$ cat src/rtl/osd_mixer_pkg.sv
// Shared types and constants for the OSD output mixer: default palette, blend width, pixel struct.
// No timing of its own; no flow control.
package osd_mixer_pkg;

    localparam int PKG_COLOR_W = 8;

    typedef struct packed {
        logic [PKG_COLOR_W-1:0] r;
        logic [PKG_COLOR_W-1:0] g;
        logic [PKG_COLOR_W-1:0] b;
    } rgb_t;

    // Bit i set means channel is all-ones in default palette entry i (entries >= 4 are black)
    localparam logic [3:0] DEF_PAL_R = 4'b1100;
    localparam logic [3:0] DEF_PAL_G = 4'b1100;
    localparam logic [3:0] DEF_PAL_B = 4'b1010;

    typedef enum logic {
        PAL_IDLE    = 1'b0,
        PAL_PENDING = 1'b1
    } pal_state_e;

    function automatic int blend_w(input int color_w, input int alpha_w);
        return 2 * color_w + alpha_w + 1;
    endfunction

endpackage

$ cat src/rtl/osd_blend_ch.sv
// One colour channel of the alpha blend: S2 products, S3 rounded sum; output zero when DE is low.
// Latency 2 cycles from the S1 inputs; always accepts, no backpressure.
module osd_blend_ch
    import osd_mixer_pkg::*;
#(
    parameter int COLOR_W = 8,
    parameter int ALPHA_W = 4
) (
    input  logic               clk,
    input  logic               reset,
    input  logic [COLOR_W-1:0] vid_i,
    input  logic [COLOR_W-1:0] osd_i,
    input  logic [ALPHA_W:0]   alpha_i,
    input  logic               de_s2_i,
    output logic [COLOR_W-1:0] pix_o
);

    localparam int PROD_W = COLOR_W + ALPHA_W + 1;
    localparam int SUM_W  = blend_w(COLOR_W, ALPHA_W);
    localparam logic [ALPHA_W:0] ALPHA_FULL = (ALPHA_W+1)'(2**ALPHA_W);
    localparam logic [SUM_W-1:0] ROUND      = SUM_W'(2**(ALPHA_W-1));

    logic [ALPHA_W:0]     alpha_inv;
    logic [PROD_W-1:0]    osd_prod_d, osd_prod_q;
    logic [PROD_W-1:0]    vid_prod_d, vid_prod_q;
    logic [SUM_W-1:0]     sum;
    logic [COLOR_W-1:0]   pix_d, pix_q;

    always_comb begin
        alpha_inv  = ALPHA_FULL - alpha_i;
        osd_prod_d = PROD_W'(osd_i) * PROD_W'(alpha_i);
        vid_prod_d = PROD_W'(vid_i) * PROD_W'(alpha_inv);
        // Weights sum to ALPHA_FULL, so the shifted result always fits COLOR_W
        sum        = SUM_W'(osd_prod_q) + SUM_W'(vid_prod_q) + ROUND;
        pix_d      = de_s2_i ? COLOR_W'(sum >> ALPHA_W) : '0;
    end

    always_ff @(posedge clk) begin
        if (reset) begin
            osd_prod_q <= '0;
            vid_prod_q <= '0;
            pix_q      <= '0;
        end else begin
            osd_prod_q <= osd_prod_d;
            vid_prod_q <= vid_prod_d;
            pix_q      <= pix_d;
        end
    end

    assign pix_o = pix_q;

endmodule

$ cat src/rtl/osd_output_mixer.sv
// Blends a palette-coloured OSD over video with vsync-synchronous palette commit and active-line count.
// Pixel and sync latency 3 cycles; streaming, no backpressure.
module osd_output_mixer
    import osd_mixer_pkg::*;
#(
    parameter int COLOR_W        = 8,
    parameter int OSD_COLOR_BITS = 2,
    parameter int ALPHA_W        = 4,
    parameter int LINECNT_W      = 11
) (
    input  logic                      PCLK_i,
    input  logic                      reset,
    input  logic [COLOR_W-1:0]        R_i,
    input  logic [COLOR_W-1:0]        G_i,
    input  logic [COLOR_W-1:0]        B_i,
    input  logic                      HSYNC_i,
    input  logic                      VSYNC_i,
    input  logic                      DE_i,
    input  logic                      osd_enable_i,
    input  logic [OSD_COLOR_BITS-1:0] osd_color_i,
    input  logic [ALPHA_W:0]          osd_alpha_i,
    input  logic                      pal_we_i,
    input  logic [OSD_COLOR_BITS-1:0] pal_addr_i,
    input  logic [3*COLOR_W-1:0]      pal_data_i,
    input  logic                      pal_commit_i,
    output logic [COLOR_W-1:0]        R_o,
    output logic [COLOR_W-1:0]        G_o,
    output logic [COLOR_W-1:0]        B_o,
    output logic                      HSYNC_o,
    output logic                      VSYNC_o,
    output logic                      DE_o,
    output logic                      pal_pending_o,
    output logic [LINECNT_W-1:0]      active_lines_o
);

    localparam int NPAL  = 2**OSD_COLOR_BITS;
    localparam int PAL_W = 3 * COLOR_W;
    localparam logic [ALPHA_W:0] ALPHA_FULL = (ALPHA_W+1)'(2**ALPHA_W);

    function automatic logic [PAL_W-1:0] pal_default(input int idx);
        logic [COLOR_W-1:0] r, g, b;
        r = '0;
        g = '0;
        b = '0;
        if (idx < 4) begin
            r = {COLOR_W{DEF_PAL_R[idx[1:0]]}};
            g = {COLOR_W{DEF_PAL_G[idx[1:0]]}};
            b = {COLOR_W{DEF_PAL_B[idx[1:0]]}};
        end
        return {r, g, b};
    endfunction

    logic [PAL_W-1:0]     shadow_d [NPAL];
    logic [PAL_W-1:0]     shadow_q [NPAL];
    logic [PAL_W-1:0]     active_d [NPAL];
    logic [PAL_W-1:0]     active_q [NPAL];
    pal_state_e           pal_state_d, pal_state_q;

    logic [PAL_W-1:0]     vid_d, vid_q;
    logic [PAL_W-1:0]     osd_d, osd_q;
    logic [ALPHA_W:0]     alpha_d, alpha_q;
    logic [2:0]           hs_d, hs_q;
    logic [2:0]           vs_d, vs_q;
    logic [2:0]           de_d, de_q;

    logic [LINECNT_W-1:0] line_cnt_d, line_cnt_q;
    logic [LINECNT_W-1:0] active_lines_d, active_lines_q;

    logic                 vs_fall;
    logic                 de_rise;
    logic                 pal_copy;

    always_comb begin
        vs_fall  = vs_q[0] & ~VSYNC_i;
        de_rise  = DE_i & ~de_q[0];

        shadow_d = shadow_q;
        if (pal_we_i) begin
            shadow_d[pal_addr_i] = pal_data_i;
        end

        // A commit arriving on the edge cycle is served immediately and never shows as pending
        pal_copy    = vs_fall & ((pal_state_q == PAL_PENDING) | pal_commit_i);
        active_d    = pal_copy ? shadow_d : active_q;
        pal_state_d = pal_state_q;
        if (pal_copy) begin
            pal_state_d = PAL_IDLE;
        end else if (pal_commit_i) begin
            pal_state_d = PAL_PENDING;
        end

        // S1 looks up the post-copy palette so the edge pixel already sees new colours
        vid_d = {R_i, G_i, B_i};
        osd_d = active_d[osd_color_i];
        if (!osd_enable_i) begin
            alpha_d = '0;
        end else if (osd_alpha_i > ALPHA_FULL) begin
            alpha_d = ALPHA_FULL;
        end else begin
            alpha_d = osd_alpha_i;
        end

        hs_d = {hs_q[1:0], HSYNC_i};
        vs_d = {vs_q[1:0], VSYNC_i};
        de_d = {de_q[1:0], DE_i};

        line_cnt_d     = line_cnt_q;
        active_lines_d = active_lines_q;
        if (vs_fall) begin
            active_lines_d = line_cnt_q;
            line_cnt_d     = de_rise ? LINECNT_W'(1) : '0;
        end else if (de_rise && (line_cnt_q != '1)) begin
            line_cnt_d = line_cnt_q + LINECNT_W'(1);
        end
    end

    always_ff @(posedge PCLK_i) begin
        if (reset) begin
            for (int i = 0; i < NPAL; i++) begin
                shadow_q[i] <= pal_default(i);
                active_q[i] <= pal_default(i);
            end
            pal_state_q    <= PAL_IDLE;
            vid_q          <= '0;
            osd_q          <= '0;
            alpha_q        <= '0;
            hs_q           <= '1;
            vs_q           <= '1;
            de_q           <= '0;
            line_cnt_q     <= '0;
            active_lines_q <= '0;
        end else begin
            shadow_q       <= shadow_d;
            active_q       <= active_d;
            pal_state_q    <= pal_state_d;
            vid_q          <= vid_d;
            osd_q          <= osd_d;
            alpha_q        <= alpha_d;
            hs_q           <= hs_d;
            vs_q           <= vs_d;
            de_q           <= de_d;
            line_cnt_q     <= line_cnt_d;
            active_lines_q <= active_lines_d;
        end
    end

    osd_blend_ch #(.COLOR_W(COLOR_W), .ALPHA_W(ALPHA_W)) u_blend_r (
        .clk     (PCLK_i),
        .reset   (reset),
        .vid_i   (vid_q[2*COLOR_W +: COLOR_W]),
        .osd_i   (osd_q[2*COLOR_W +: COLOR_W]),
        .alpha_i (alpha_q),
        .de_s2_i (de_q[1]),
        .pix_o   (R_o)
    );

    osd_blend_ch #(.COLOR_W(COLOR_W), .ALPHA_W(ALPHA_W)) u_blend_g (
        .clk     (PCLK_i),
        .reset   (reset),
        .vid_i   (vid_q[COLOR_W +: COLOR_W]),
        .osd_i   (osd_q[COLOR_W +: COLOR_W]),
        .alpha_i (alpha_q),
        .de_s2_i (de_q[1]),
        .pix_o   (G_o)
    );

    osd_blend_ch #(.COLOR_W(COLOR_W), .ALPHA_W(ALPHA_W)) u_blend_b (
        .clk     (PCLK_i),
        .reset   (reset),
        .vid_i   (vid_q[0 +: COLOR_W]),
        .osd_i   (osd_q[0 +: COLOR_W]),
        .alpha_i (alpha_q),
        .de_s2_i (de_q[1]),
        .pix_o   (B_o)
    );

    assign HSYNC_o        = hs_q[2];
    assign VSYNC_o        = vs_q[2];
    assign DE_o           = de_q[2];
    assign pal_pending_o  = (pal_state_q == PAL_PENDING);
    assign active_lines_o = active_lines_q;

endmodule

$ cat config.mk
export PLATFORM = sky130hd
export DESIGN_NAME = osd_output_mixer
export DESIGN_NICKNAME = d
export VERILOG_FILES = /design/src/rtl/osd_mixer_pkg.sv /design/src/rtl/osd_blend_ch.sv /design/src/rtl/osd_output_mixer.sv
export SDC_FILE = /design/constraint.sdc
export NUM_CORES = 1
export LEC_CHECK = 0
export BUFFER_PORTS_ARGS = -buffer_cell sky130_fd_sc_hd__buf_2
export CAP_MARGIN = 10
export CORE_ASPECT_RATIO = 1.75
export CORE_MARGIN = 2
export CORE_UTILIZATION = 40
export DETAILED_ROUTE_END_ITERATION = 10
export PLACE_DENSITY = 0.66
export SETUP_SLACK_MARGIN = 0.02
export SYNTH_ARGS = -nofsm -noshare
export SYNTH_HDL_FRONTEND = slang
export SYNTH_SLANG_ARGS = --single-unit
$ cat constraint.sdc
create_clock -name PCLK_i -period 9.1 [get_ports PCLK_i]
set_input_delay 0.455 -clock PCLK_i [delete_from_list [all_inputs] [get_ports PCLK_i]]
set_output_delay 0.455 -clock PCLK_i [all_outputs]
set_load 0.02 [all_outputs]
==> summary.txt, run 1 <==
Synth
  – Synth top area cells: dfxtp_1 (35%), ha_1 (11%), fa_1 (9.6%)
  – Count of cell types in the netlist: 66
  – Net Count, Synth: 2676
  – Top-count cell post-synth: dfxtp_1
  – Seq cells post-synth: 373
  – Yosys top cell area share: 0.350
  – Ys flop type: dfxtp_1
  – Mapped Area: 21300 um^2
  – Synth Area per Inst: 9.15 um^2
  – Number of flops mapped to enable cells by yosys: 0
  – Dominant cell type by area after synthesis: dfxtp_1
  – YS warnings: 0
  – Commonest cells in the netlist: dfxtp_1 (373), nor2_1 (191), nand2_1 (190), ha_1 (179), inv_1 (179)
  – Asr flop ratio synth: 0
  – Sequential-to-total area share from yosys stat: 0.350
  – Synth Instances: 2330

Pwr
  – PD cells: 160 nW/um^2
  – Max VDD drop: 0.112 mV
  – LEAKAGE: 10.9 nW

Route
  – Routed Antenna Nets: 0
  – Routed vias/inst: 5.24
  – First DRT Iteration DRCs: 853
  – Detailed-router iteration count before antenna repair: 5
  – DR DRC count: 0
  – Wirelength per Cell: 16.2 um
  – Vias: 16100
  – Total wire length: 49.9 mm

Setup path
  – Critical path fanouts, max: 44
  – Worst path required time: 9.52 ns
  – Crit path DAT: 5.32 ns
  – Setup crit end kind: flop
  – CP most frequent cell: fa_1
  – Worst-path cell with the longest stage delay: fa_1
  – CP Launch Type: flop
  – Crit Path Category: flop to flop
  – CP startpoint: alpha_q[0]$_SDFF_PP0_
  – FF-to-FF End: u_blend_b.vid_prod_q[8]$_SDFF_PP0_
  – Worst R2R Start: alpha_q[0]$_SDFF_PP0_
  – R2R setup slack: 4.20 ns
  – R2R depth: 17
  – Worst-path cell chain: buf_4, inv_1, ha_1, nor3b_4, xor2_2, buf_4, nand2_1, fa_1, fa_1, fa_1, inv_1, ha_1, a21o_1, a21oi_1, o21bai_1, a21oi_1, mux2_2
  – Critical Path Max Stage Delay: 0.52 ns

CTS
  – Clock Latency Late Sink: 0.54 ns
  – CTS tree: yes
  – Cts-stage hold buffer count: 0
  – Root Driver: clkbuf_16
  – Resized cells post-CTS: 0
  – Setup repair bufs after CTS: 0
  – Clock-pin transition on the worst setup and hold timing paths: 0.07 ns
  – CTS sink cnt: 373
  – Total CTS buffers: 37
  – Clk buf depth: 3
  – CTS HTree Levels: 2

STA
  – Setup_tns: 0 ns
  – RSZ-0062 raised after global routing: no
  – Clock skew: 0.0168 ns
  – Worst-margin pin slew: 1.05 ns
  – Tmin final: 4.90 ns
  – Fin. max-slew vios: 0
  – Max-slew headroom: 0.300
  – Hold Slack: 0.0981 ns
  – Hold Fails Final Rpt: 0
  – Fmax: 204 MHz
  – Final setup viols: 0
  – Fin crit share: 0.538

Finish
  – Final nets: 2720
  – Fin util: 0.445
  – Fillers: 5066
  – Antenna diode count: 0
  – Area growth syn-to-layout: 10.6%
  – Layout cells sized above 1: 0.108

Placement
  – Gpl congestion: 0.845
  – Port buffer count: 103
  – HPWL after detailed placement: 35.6 mm

Worst hold path
  – Hold Path Depth: 2
  – Hold path endpoint: hs_q[0]$_SDFF_PP1_
  – Hold Crit Class: primary input to flop
  – Hold Crit Start: HSYNC_i

GRT
  – Initial antenna violation count: 4
  – Total GRT Usage: 0.185
  – Largest net degree at the start of global routing: 97
  – Number of global-route vias before repair: 16800
  – GR Overflow Total: 0
  – Global-route wire length before repair: 82.8 mm

Die
  – Io pins: 104
  – Placement Rows: 112
  – Die area: 55300 um^2
  – Initial Util: 0.403
  – Die width: 179 um
  – Core Area: 53000 um^2
  – Die height: 309 um

Run
  – Maxcap violations: 0

Run status
  – Status: finished, final reports clean
worst max-delay path, delay by kind of cell, from the launching register on:
family                   cells  cell delay [ns]
buffers and inverters        4             0.83
AND/OR/NAND/NOR              2             0.27
adder cells (fa/ha/maj)      5             2.03
flip-flops                   1             0.31
AO/OA/AOI/OAI                4             0.85
multiplexers                 1             0.35
XOR/XNOR                     1             0.12
layer usage:
| layer | share of wire | routed length (um) | GRT usage | up-vias |
|---|---|---|---|---|
| met3 | 0.036 | 1800 | 0.0237 | 104 |
| met1 | 0.39 | 19300 | 0.197 | 7878 |
| met5 | 0.00084 | 42 | 0 | - |
| met4 | 0.035 | 1730 | 0.0711 | 6 |
| met2 | 0.54 | 27000 | 0.362 | 292 |
| li1 | - | - | - | 7866 |
worst max path at each step:
stage / end / slack, ns / cells after the start
floorplan: u_blend_b.vid_prod_q[10]$_SDFF_PP0_ / 4.57 / 17
global placement: u_blend_b.vid_prod_q[8]$_SDFF_PP0_ / 4.42 / 17
detailed placement: u_blend_g.vid_prod_q[11]$_SDFF_PP0_ / 4.31 / 17
CTS: u_blend_b.vid_prod_q[8]$_SDFF_PP0_ / 4.26 / 17
global route: u_blend_b.vid_prod_q[10]$_SDFF_PP0_ / 3.94 / 17
finish: u_blend_b.vid_prod_q[8]$_SDFF_PP0_ / 4.20 / 17
placed cells by master (no fill, tap or decap), types with 4 or more instances in the layout:
| master | Yosys | layout |
|---|---|---|
| or3_1 | 7 | 7 |
| and2_1 | 133 | 133 |
| clkbuf_1 | 91 | 4 |
| ha_1 | 179 | 179 |
| a211o_1 | 22 | 22 |
| o21ai_1 | 13 | 12 |
| and3_1 | 4 | 4 |
| nor2_1 | 191 | 191 |
| mux2i_1 | 101 | 101 |
| a21oi_1 | 50 | 50 |
| a21o_1 | 18 | 18 |
| buf_4 | 5 | 24 |
| nor3_1 | 35 | 35 |
| xor2_1 | 20 | 20 |
| o21a_1 | 16 | 16 |
| or2_2 | 33 | 33 |
| o211ai_1 | 50 | 50 |
| inv_1 | 179 | 179 |
| fa_1 | 102 | 102 |
| buf_2 | 15 | 102 |
| xnor2_1 | 43 | 43 |
| clkbuf_8 | 0 | 9 |
| a2111oi_0 | 4 | 4 |
| nand2b_1 | 58 | 57 |
| a31oi_1 | 29 | 29 |
| nand2_1 | 190 | 190 |
| a22oi_1 | 24 | 24 |
| mux2_2 | 12 | 12 |
| clkinv_2 | 0 | 6 |
| o21bai_1 | 13 | 13 |
| clkbuf_16 | 0 | 37 |
| nor2b_1 | 80 | 80 |
| nor3b_1 | 5 | 4 |
| dfxtp_1 | 373 | 373 |
| a211oi_1 | 15 | 15 |
| o21ai_0 | 138 | 138 |
| nand3_1 | 6 | 6 |
| nor4_1 | 17 | 17 |
layout make-up:
type / count / area, um^2 / share of cell area
Multi-Input combinational cell: 1655 / 12700 / 0.537
Sequential cell: 373 / 7470 / 0.317
Clock buffer: 50 / 1060 / 0.0451
Tap cell: 684 / 856 / 0.0363
Timing Repair Buffer: 127 / 706 / 0.0299
Inverter: 180 / 676 / 0.0286
Clock inverter: 15 / 149 / 0.00631
cells by family (layout without fill, tap and decap cells):
logic type                 count (synthesis)  after routing  share of synthesized area
and+or+nand+nor                          781            781                      0.185
AOI/OAI and AO/OA                        414            414                      0.126
adders and majority gates                281            281                      0.201
muxes                                    113            113                     0.0537
xor gates and xnor gates                  66             66                     0.0282
buffers and inverters                    302            372                     0.0567
DFF                                      373            373                      0.350
sequential cells by signal (all words and copies together) (netlist names):
| register | count |
|---|---|
| line_cnt_q | 11 |
| u_blend_g.vid_prod_q | 12 |
| u_blend_g.osd_prod_q | 12 |
| u_blend_g.pix_o | 8 |
| osd_q | 24 |
| u_blend_r.osd_prod_q | 12 |
| u_blend_b.vid_prod_q | 12 |
| u_blend_r.vid_prod_q | 12 |
| alpha_q | 5 |
| de_q | 3 |
| hs_q | 3 |
| pal_pending_o | 1 |
| vid_q | 24 |
| u_blend_r.pix_o | 8 |
| u_blend_b.osd_prod_q | 12 |
| active_lines_o | 11 |
| u_blend_b.pix_o | 8 |
| vs_q | 3 |
| active_q | 96 |
| shadow_q | 96 |
stage by stage:
stage	area (um^2)	setup WS, ns	cells	power [mW]
2_1_floorplan	21300	4.57	2330	2.13
3_3_place_gp	22400	4.42	3019	2.26
3_5_place_dp	22400	4.31	3019	2.28
4_1_cts	23600	4.26	3084	3.82
5_1_grt	23600	3.94	3084	3.95
6_report	23600	4.20	3084	3.78
power breakdown:
| group | switching (mW) | total [mW] | internal (mW) |
|---|---|---|---|
| registers | 0.0477 | 1.76 | 1.71 |
| clock network | 0.657 | 1.54 | 0.882 |
| logic | 0.293 | 0.482 | 0.189 |
| total | 0.997 | 3.78 | 2.78 |
No activity file was read; power rests on OpenSTA's default activity.
==> inputs of run 2 (changes only) <==
ABC_AREA = 1   (was unset)
clock period = 4.7 ns   (was 9.1 ns; I/O delays follow)
==> summary.txt, run 2 <==
Route
  – Routed Antenna Nets: 0 (unchanged)
  – First DRT Iteration DRCs: 996 (+17%)
  – Detailed-router iteration count before antenna repair: 5 (unchanged)
  – Vias: 20300 (+25%)
  – Routed vias/inst: 4.94 (-5.6%)
  – DR DRC count: 0 (unchanged)
  – Total wire length: 59.1 mm (+18%)
  – Wirelength per Cell: 14.4 um (-11%)

Synth
  – Seq cells post-synth: 373 (unchanged)
  – Synth Area per Inst: 7.11 um^2 (-22%)
  – Sequential-to-total area share from yosys stat: 0.325 (-0.0249)
  – Commonest cells in the netlist: nand2_1 (840), inv_1 (567), dfxtp_1 (373), nand3_1 (360), nor2_1 (288)
  – Synth Instances: 3229 (+39%)
  – Asr flop ratio synth: 0 (unchanged)
  – Net Count, Synth: 3575 (+34%)
  – Top-count cell post-synth: nand2_1
  – Ys flop type: dfxtp_1
  – YS warnings: 0 (unchanged)
  – Number of flops mapped to enable cells by yosys: 0 (unchanged)
  – Synth top area cells: dfxtp_1 (33%), nand2_1 (14%), ha_1 (9.8%)
  – Mapped Area: 23000 um^2 (+7.6%)
  – Yosys top cell area share: 0.325 (-0.0249)
  – Count of cell types in the netlist: 41 (-38%)
  – Dominant cell type by area after synthesis: dfxtp_1

Pwr
  – LEAKAGE: 13.7 nW (+26%)
  – Int Pwr: 5.69 mW (+100%)
  – Combinational share of power: 0.140 (+0.013)
  – Clock network power share: 0.427 (+0.020)
  – Sequential share of power: 0.433 (-0.032)
  – P_sw: 2.20 mW (+120%)
  – Sw frac: 0.279 (+0.0146)
  – PD cells: 306 nW/um^2 (+91%)
  – Max VDD drop: 0.251 mV (+120%)

Run status
  – Status: finished, final reports clean

Run
  – Maxcap violations: 0 (unchanged)

GRT
  – Initial antenna violation count: 0 (-4)
  – Largest net degree at the start of global routing: 155 (+60%)
  – Total GRT Usage: 0.204 (+0.0189)
  – Global-route wire length before repair: 97.2 mm (+17%)
  – Number of global-route vias before repair: 20000 (+19%)
  – GR Overflow Total: 0 (unchanged)

Setup path
  – Crit Path Category: flop to flop
  – Worst-path cell chain: inv_1, ha_1, xnor2_1, buf_4, inv_1, nor2_1, fa_1, fa_1, inv_1, fa_1, inv_1, ha_1, nand2_1, nor2_1, nand3_1, nand3_1, nand3_1, nand2_1, nor2_1
  – WP depth: 19 (+2)
  – Critical path fanouts, max: 14 (-68%)
  – Top delay family on crit path: adder cells
  – Setup crit end kind: flop
  – CP most frequent cell: inv_1
  – Worst path required time: 5.14 ns (-4.38 ns)
  – Critical Path Max Stage Delay: 0.52 ns (about the same)
  – R2R depth: 19 (+2)
  – Crit path DAT: 4.76 ns (-0.56 ns)
  – Worst path bufs/invs: 5 (+1)
  – CP Launch Type: flop
  – Worst-path cell with the longest stage delay: fa_1

CTS
  – CTS sink cnt: 373 (unchanged)
  – Resized cells post-CTS: 0 (unchanged)
  – Clock Latency Late Sink: 0.57 ns (+0.03 ns)
  – Setup repair bufs after CTS: 0 (unchanged)
  – Total CTS buffers: 39 (+5.4%)
  – Clk buf depth: 3 (unchanged)
  – Clock-pin transition on the worst setup and hold timing paths: 0.06 ns (about the same)
  – Root Driver: clkbuf_16
  – CTS HTree Levels: 2 (unchanged)
  – CTS tree: yes

Die
  – Core Area: 57000 um^2 (+7.7%)
  – Initial Util: 0.402 (about the same)
  – Io pins: 104 (unchanged)
  – Die area: 59400 um^2 (+7.5%)
  – Die width: 185 um (+3.7%)
  – Placement Rows: 116 (+3.6%)
  – Die height: 321 um (+3.7%)

Finish
  – Final nets: 3650 (+34%)
  – Layout cells sized above 1: 0.0717 (-0.0358)
  – Biggest regs: active_q (96), shadow_q (96)
  – Area growth syn-to-layout: 12.2%
  – Antenna diode count: 0 (unchanged)
  – Most common cell after layout, fill and taps aside: nand2_1
  – Most frequent cells in the layout: nand2_1 (840), inv_1 (566), dfxtp_1 (372)

STA
  – Worst-margin pin slew: 1.18 ns (+0.130 ns)
  – Tmin final: 4.33 ns (-0.572 ns)
  – Fmax: 231 MHz (+13%)
  – Hold Fails Final Rpt: 0 (unchanged)
  – Setup_tns: 0 ns (unchanged)
  – Hold Slack: 0.0321 ns (-0.0660 ns)
  – Fin crit share: 0.920 (+0.382)
  – Fin. max-slew vios: 0 (unchanged)
  – Final setup viols: 0 (unchanged)
  – Max-slew headroom: 0.213 (-0.0868)
  – Clock skew: 0.0343 ns (+0.0175 ns)
  – RSZ-0062 raised after global routing: no

Placement
  – HPWL after detailed placement: 41.5 mm (+17%)
  – Gpl congestion: 0.883 (+4.4%)
  – Port buffer count: 103 (unchanged)

Worst hold path
  – Hold Path Depth: 2 (unchanged)
  – Hold Crit Class: primary input to flop
run 2: kinds of logic (layout without fill, tap and decap cells):
logic type               count (synthesis)  after routing  synth area share
XOR/XNOR                                19             19           0.00725
AO/OA/AOI/OAI                          285            285            0.0668
flip-flops                             373            373             0.325
buffers and inverters                  697            802             0.121
AND/OR/NAND/NOR                       1574           1574             0.293
adder cells (fa/ha/maj)                281            281             0.186
run 2: cell type report:
type                    instances  area, um^2
fillers                      5896       31300
multi-input cells            2159       12700
flip-flops and latches        373        7470
inverters                     571        2150
clock buffers                  52        1140
repair buffers                160        1050
well taps                     767         960
clock inverters                19         269
run 2: metal layers:
metal | up-vias | GRT usage | part of all wire
met5 | - | 0 | 0
met4 | 0 | 0.0944 | 0.045
met3 | 158 | 0.0221 | 0.038
met2 | 442 | 0.398 | 0.54
met1 | 9470 | 0.213 | 0.38
li1 | 10200 | - | -
run 2: path summary, 6_finish.rpt:
check / from / slack (ns) / end
max: alpha_q[0]$_SDFF_PP0_ / 0.37 / u_blend_b.vid_prod_q[11]$_SDFF_PP0_
min: reset / 0.03 / vid_q[10]$_SDFF_PP0_
max reg2reg: alpha_q[0]$_SDFF_PP0_ / 0.37 / u_blend_b.vid_prod_q[11]$_SDFF_PP0_
min reg2reg: vs_q[1]$_SDFF_PP1_ / 0.41 / vs_q[2]$_SDFF_PP1_
run 2: metrics by stage:
stage | util | power (mW) | setup WS (ns) | instances | area (um^2)
5_1_grt | 0.452 | 8.26 | 0.113 | 4101 | 25800
6_report | 0.452 | 7.88 | 0.375 | 4101 | 25800
4_1_cts | 0.452 | 7.98 | 0.398 | 4101 | 25800
3_5_place_dp | 0.421 | 4.57 | 0.421 | 3994 | 24000
2_1_floorplan | - | 4.25 | 0.358 | 3229 | 23000
3_3_place_gp | 0.421 | 4.55 | 0.473 | 3994 | 24000
run 2: power by group through the flow:
| stage | logic (mW) | clock network, mW | registers [mW] |
|---|---|---|---|
| 2_1_floorplan | 0.800 | 0 | 3.45 |
| 3_3_place_gp | 1.07 | 0 | 3.48 |
| 3_5_place_dp | 1.08 | 0 | 3.49 |
| 4_1_cts | 1.11 | 3.45 | 3.42 |
| 5_1_grt | 1.27 | 3.56 | 3.43 |
| 6_report | 1.11 | 3.36 | 3.41 |
run 2: repair_timing:
action / CTS / global route
hold endpoints to repair: 36 / 0
endpoints found under the setup margin: 0 / 0
hold buffers: 36 / 0
